## config.mk

```make
export PLATFORM = sky130hd
export DESIGN_NAME = cbus_arbiter
export DESIGN_NICKNAME = d
export VERILOG_FILES = /design/src/rtl/cbus_pkg.sv /design/src/rtl/cbus_arbiter.sv
export SDC_FILE = /design/constraint.sdc
export NUM_CORES = 1
export LEC_CHECK = 0
export ABC_CLOCK_PERIOD_IN_PS = 1260
export BUFFER_PORTS_ARGS = -buffer_cell sky130_fd_sc_hd__clkbuf_2
export CAP_MARGIN = 20
export CORE_AREA = 5 5 128 130
export CTS_BUF_LIST = sky130_fd_sc_hd__clkbuf_4
export DETAILED_ROUTE_END_ITERATION = 8
export DIE_AREA = 0 0 133 135
export PLACE_DENSITY = 0.48
export RECOVER_POWER = 50
export SYNTH_ARGS = -nofsm -noshare
export SYNTH_HDL_FRONTEND = slang
export SYNTH_SLANG_ARGS = --single-unit
```

## constraint.sdc

```tcl
create_clock -name clk -period 1.26 [get_ports clk]
set_input_delay 0 -clock clk [delete_from_list [all_inputs] [get_ports clk]]
set_output_delay 0 -clock clk [all_outputs]
set_load 0.05 [all_outputs]
```

## src/rtl/cbus_pkg.sv

```systemverilog
// Shared cache-bus types: request/response bundles and arbiter states.
package cbus_pkg;

  typedef logic [3:0] cbus_len_t;
  typedef logic [2:0] cbus_size_t;

  typedef struct packed {
    logic       valid;
    logic       is_write;
    cbus_size_t size;
    logic [31:0] addr;
    logic [3:0]  strobe;
    logic [31:0] data;
    cbus_len_t   len;
  } cbus_req_t;

  typedef struct packed {
    logic        ready;
    logic        last;
    logic [31:0] data;
  } cbus_resp_t;

  typedef enum logic [1:0] {
    IDLE   = 2'd0,
    BUSY_I = 2'd1,
    BUSY_D = 2'd2
  } arb_state_t;

endpackage

```

## src/rtl/cbus_arbiter.sv

```systemverilog
// Fetch/data arbiter for the shared cache bus.
// Data wins by default; fetch is forced in after STARVE_LIMIT losses.
module cbus_arbiter
  import cbus_pkg::*;
#(
  parameter int STARVE_LIMIT = 4
) (
  input  logic       clk,
  input  logic       reset,
  input  cbus_req_t  ireq,
  output cbus_resp_t iresp,
  input  cbus_req_t  dreq,
  output cbus_resp_t dresp,
  output cbus_req_t  oreq,
  input  cbus_resp_t oresp
);

  localparam int CNT_W = $clog2(STARVE_LIMIT + 1);
  localparam logic [CNT_W-1:0] LIMIT = CNT_W'(STARVE_LIMIT);

  arb_state_t       state_q, state_d;
  logic [CNT_W-1:0] starve_cnt_q, starve_cnt_d;
  logic             gnt_d, gnt_i;
  logic             done;

  always_comb begin
    gnt_d = dreq.valid &&
            (!ireq.valid || starve_cnt_q < LIMIT);
    gnt_i = ireq.valid && !gnt_d;
  end

  assign done = oresp.ready && oresp.last;

  always_comb begin
    state_d      = state_q;
    starve_cnt_d = starve_cnt_q;
    oreq         = '0;
    iresp        = '0;
    dresp        = '0;
    unique case (state_q)
      IDLE: begin
        unique case (1'b1)
          gnt_d: begin
            state_d = BUSY_D;
            if (!ireq.valid)
              starve_cnt_d = '0;
            else if (starve_cnt_q != LIMIT)
              starve_cnt_d = starve_cnt_q + 1'b1;
          end
          gnt_i: begin
            state_d      = BUSY_I;
            starve_cnt_d = '0;
          end
          default: ;
        endcase
      end
      BUSY_I: begin
        oreq  = ireq;
        iresp = oresp;
        if (done) state_d = IDLE;
      end
      BUSY_D: begin
        oreq  = dreq;
        dresp = oresp;
        if (done) state_d = IDLE;
      end
      default: state_d = IDLE;
    endcase
  end

  always_ff @(posedge clk) begin
    if (reset) begin
      state_q      <= IDLE;
      starve_cnt_q <= '0;
    end else begin
      state_q      <= state_d;
      starve_cnt_q <= starve_cnt_d;
    end
  end

endmodule

```

==> flow_summary.ini, run 1 <==
[drt]
num_vias = 3726
drc = 0
vias_per_cell = 4.489
drt_iter0_drc = 87
drtPass1Iterations = 4
wl_per_cell_um = 20.50
routed_wl_um = 17010
ant_nets = 0

[layout]
multi_input_area_sq_um = 2770
antenna_cells = 0
drive_gt1_share_pct = 94.24
nNetsFinal = 838
seq_area_sq_um = 105.1
syn2layout_area_growth_pct = 306.6
final.fill_count = 1276

[worst_setup_path]
endpoint_kind = primary output
startpoint = state_q[1]
r2r_cells = 6
required_ps = 1260
reg2reg_from = state_q[1]
reg2reg_to = state_q[0]
rrSetupSlack_ps = -160
crit_fanout = 7
worst_path_largest_cell_delay_ps = 370
cp_common_cell = buf_12
worst_path_max_delay_cell = dfxtp_4
crit_chain = inv_4 -> ha_4 -> buf_12 -> buf_12 -> buf_16 -> nor2b_4 -> buf_8
critPathArrivalTime_ps = 1630
criticalPathCategory = flop to primary output
startpoint_type = flop

[power]
pwr-share-seq_pct = 3.0
vdd_drop_max_mv = 0.3435
switchingPower_mw = 2.738
finalPower_mw = 6.152
p_int_mw = 3.414
p_clk_share_pct = 3.2
combPwrFrac_pct = 93.7
powerDensity_nw_per_um2 = 784.7
p_leak_nw = 3.209
switching_share_pct = 44.50

[timing]
finalSetupViolCount = 147
fin_hold_ws_ps = 96.18
report.final.slew_viol_count = 0
tightestPinTransition_ps = 327.9
period_minus_slack_ps = 1629
max-slew-margin-rel_pct = 78.14
finalHoldViolCount = 0
setup_tns_ps = -42940
clock_skew_ps = 4.338
rsz0062_at_grt = true
finalCritPeriodShare_pct = 129.2
max_freq_ghz = 0.6141
fin_ws_ps = -368.5

[clock_network]
clock_latency_ps = 230
clk_transition_reported_paths_ps = 40
cts_root_buf = clkbuf_4
cts_tree = yes
cts_buffers = 3
cts_max_path_buffers = 2
cts.sinks = 5
htree_levels = 1

[floorplan]
die_w_um = 133
pin_count = 335
coreArea_sq_um = 15030
start_util_pct = 12.83
die-area_sq_um = 17960
rows = 45
die_height_um = 135

[placed_design]
dp_hpwl_um = 11260
port_buffers = 334
place.gp.congestion = 0.7972

[logic_synthesis]
synth-seq-cells = 5
synth_top_area_share_pct = 30.76
synthTopCellsByArea = a22oi_1, nor2b_1, and2_1
yosysTopAreaCell = a22oi_1
ys.flop_type = dfxtp_1
synthMostInstantiatedCell = a22oi_1
synth_enable_flop_cells = 0
netlist_area_sq_um = 1928
syn_inst = 286
async_reset_ff_share_pct = 0
yosys-top-cells-count = a22oi_1, nor2b_1, and2_1, buf_2, clkbuf_1
synth_fp_nets = 481
yosysSeqAreaShare_pct = 5.191
yosysWarnings = 0
synth.avg_cell_area_sq_um = 6.742
synth.distinct_cells = 20

[grt]
grt_pass1_wl_um = 22960
overflow = 0
grt_max_degree = 40
track_usage_pct = 16.11
antenna_found_initial = 0
first_global_vias = 4140

[outcome]
violations = setup timing
status = finished, violations left

[hold_path]
min_path_cells = 3
hold_end = state_q[0]
hp-start = ireq[76]
min_path_type = input pin to flop

[flow_run]
maxCapViolCount = 0
==> flip-flops by register name, indices dropped and copies added (netlist names) <==
signal and cells:
starve_cnt_q 3, state_q 2
==> cell type report <==
| type | instances | share of cell area (%) |
|---|---|---|
| repair buffers | 384 | 59.69 |
| well taps | 188 | 3.000 |
| flip-flops and latches | 5 | 1.341 |
| inverters | 4 | 0.2553 |
| clock buffers | 4 | 0.3830 |
| multi-input cells | 245 | 35.33 |
==> critical path, delay by kind of cell (launching register included) <==
| family | cells | cell delay, ps |
|---|---|---|
| buffers and inverters | 5 | 570 |
| DFF | 1 | 370 |
| adders and majority gates | 1 | 290 |
| and+or+nand+nor | 1 | 150 |
==> kinds of logic after synthesis <==
logic type / share of synthesized area [%]
DFF: 5.192
AOI/OAI and AO/OA: 33.35
and+or+nand+nor: 49.51
adders and majority gates: 3.245
buffers and inverters: 8.696
==> how the worst max path moves through the flow <==
stage | end | slack [ps] | cells past startpoint
4_1_cts | oreq[37] | -390 | 7
5_1_grt | oreq[40] | -440 | 7
3_5_place_dp | oreq[63] | -250 | 5
6_report | oreq[40] | -370 | 7
3_3_place_gp | oreq[58] | -200 | 7
2_1_floorplan | oreq[0] | -70 | 6
==> per-stage QoR <==
step / std cells / worst slack [ps] / instance area [sq um] / util (%)
global route: 830 / -442.9 / 7840 / 52.15
finish: 830 / -368.5 / 7840 / 52.15
CTS: 817 / -386.9 / 7286 / 48.46
global placement: 792 / -197.3 / 6227 / 41.42
detailed placement: 792 / -254.1 / 6227 / 41.42
floorplan: 286 / -69.48 / 2581 / -
==> placed cells by master (no fill, tap or decap), types with 4 or more instances in the layout <==
| master | instances |
|---|---|
| a22oi_1 | 16 |
| a22oi_2 | 63 |
| and2_2 | 5 |
| buf_6 | 9 |
| buf_16 | 11 |
| and2_4 | 63 |
| buf_12 | 126 |
| clkbuf_16 | 10 |
| buf_8 | 34 |
| clkbuf_4 | 4 |
| nor2b_4 | 77 |
| clkbuf_2 | 189 |
==> per-layer routing <==
metal	wire [um]	global-route usage [%]	vias up
met4	267	2.887	0
met2	9512	32.73	208
li1	-	-	1726
met1	5777	16.09	1774
met3	1455	4.881	18
met5	0	0	-
==> power groups by stage <==
stage / sequential (mW) / clock (mW) / combinational (mW)
finish: 0.187 / 0.199 / 5.77
global route: 0.188 / 0.228 / 6.01
CTS: 0.185 / 0.211 / 5.25
detailed placement: 0.183 / 0 / 4.21
global placement: 0.181 / 0 / 4.15
floorplan: 0.179 / 0 / 2.47
==> timing repair <==
action / in CTS / in global routing
resized for setup: 161 / 121
hold buffers: 1 / 0
setup buffers: 8 / 5
endpoints found under the setup margin: 148 / 147
pin swaps: 9 / 39
gates cloned: 12 / 10
hold endpoints to repair: 2 / 0
Note: power is estimated with default switching activity, not from simulation.
==> run 2, diff against run 1 <==
--- a/config.mk
+++ b/config.mk
@@ -14,6 +14,7 @@
 export DIE_AREA = 0 0 133 135
 export PLACE_DENSITY = 0.48
 export RECOVER_POWER = 50
+export REMOVE_ABC_BUFFERS = 1
 export SYNTH_ARGS = -nofsm -noshare
 export SYNTH_HDL_FRONTEND = slang
 export SYNTH_SLANG_ARGS = --single-unit
==> flow_summary.ini, run 2 (synthesis results as in run 1) <==
[timing]
fin_ws_ps = -397.9
clock_skew_ps = 1.254
finalSetupViolCount = 145
max_freq_ghz = 0.6032
report.final.slew_viol_count = 0
max-slew-margin-rel_pct = 81.18
finalCritPeriodShare_pct = 131.6
rsz0062_at_grt = true
tightestPinTransition_ps = 280.5
setup_tns_ps = -40370
period_minus_slack_ps = 1658
finalHoldViolCount = 0

[outcome]
status = finished, violations left
violations = setup timing

[floorplan]
pin_count = 335
coreArea_sq_um = 15030
die_w_um = 133
rows = 45
start_util_pct = 12.83
die-area_sq_um = 17960
die_height_um = 135

[placed_design]
place_area_sq_um = 5204
place.gp.congestion = 0.7880
place_ws_ps = -272.5
port_buffers = 334
dp_hpwl_um = 10580
dpl.cell_count = 794

[worst_setup_path]
worst_path_max_delay_cell = dfxtp_2
crit_fanout = 6
required_ps = 1260
cp_top_family = buffers and inverters
startpoint_type = flop
criticalPathCategory = flop to primary output
setup.worst_path.end = oreq[53]
r2r_cells = 5
crit_chain = buf_6 -> ha_4 -> buf_12 -> buf_12 -> a22oi_2 -> buf_4 -> nor2b_4 -> buf_12
rrSetupSlack_ps = 10
critPathArrivalTime_ps = 1660
cp.depth = 8
startpoint = state_q[0]
endpoint_kind = primary output
worst_path_largest_cell_delay_ps = 330
cp_common_cell = buf_12
cp_num_buf_inv = 5
reg2reg_from = state_q[0]
reg2reg_to = state_q[1]

[grt]
first_global_vias = 3787
grt_pass1_wl_um = 22030
track_usage_pct = 15.35
grt_max_degree = 44
antenna_found_initial = 0
overflow = 0

[drt]
num_vias = 3593
drt_iter0_drc = 108
vias_per_cell = 4.366
drc = 0
routed_wl_um = 15870
drtPass1Iterations = 4
ant_nets = 0
wl_per_cell_um = 19.28

[clock_network]
cts_max_path_buffers = 2
htree_levels = 1
clock_latency_ps = 240
cts.sinks = 5
cts_buffers = 3
cts_root_buf = clkbuf_4
cts_tree = yes
clk_transition_reported_paths_ps = 40

[layout]
drive_gt1_share_pct = 86.77
regMostFlops = starve_cnt_q
nNetsFinal = 831
post-route-cell-area_sq_um = 6998
antenna_cells = 0
mostFrequentLayoutCells = clkbuf_2, buf_12, a22oi_2
syn2layout_area_growth_pct = 262.9
largest_reg_flops = 3
top_regs = starve_cnt_q (3), state_q (2)
fin_cells = 823
layout_commonest_cell = clkbuf_2

[power]
p_leak_nw = 2.908
vdd_drop_max_mv = 0.9388
powerDensity_nw_per_um2 = 735.3

[hold_path]
hp-start = ireq[76]
min_path_type = input pin to flop

[flow_run]
maxCapViolCount = 0
-- run 2: repair_timing --
item                                    4_1_cts  5_1_grt
endpoints found under the setup margin      147      147
gates cloned                                 10        6
gates resized for setup                     282       69
hold endpoints to repair                      5        0
pin swaps                                    18       13
buffers inserted                              5        3
hold buffers                                  1        0
-- run 2: stage by stage --
stage                     power, mW  util (%)  hold slack (ps)
after detailed placement      3.650     34.62            242.1
after CTS                     4.830     44.31            80.21
after global routing          5.377     46.55            107.5
after floorplan               2.010         -            69.07
after global placement        3.642     34.62            247.3
final                         5.146     46.55            90.24
-- run 2: final cells by class --
class	count	area (sq um)
multi-input combinational	245	2307
timing repair buffer	377	4308
inverter	4	15.01
tap	188	235.2
sequential	5	102.6
clock buffer	4	30.03
fill	1381	8035
-- run 2: power breakdown --
part | switching [mW] | internal [mW]
sequential | 0.00929 | 0.172
combinational | 2.37 | 2.40
clock | 0.0628 | 0.141
-- run 2: worst min-delay path by stage --
| stage | slack [ps] | end | depth (start not counted) |
|---|---|---|---|
| final | 90 | state_q[0] | 3 |
| after global routing | 110 | state_q[0] | 3 |
| after CTS | 80 | state_q[0] | 3 |
| after detailed placement | 240 | state_q[0] | 2 |
| after global placement | 250 | state_q[0] | 2 |
| after floorplan | 70 | starve_cnt_q[0] | 1 |
-- run 2: metal layers --
metal,track usage [%],share of wire (%)
met1,17.62,37
met2,29.91,56
met3,3.279,6.3
met4,1.559,1.2
met5,0,0
-- run 2: tightest hold or removal path, cell delays in order --
cell and delay (ps):
clkbuf_2 130, nand4b_1 100, a21oi_1 50
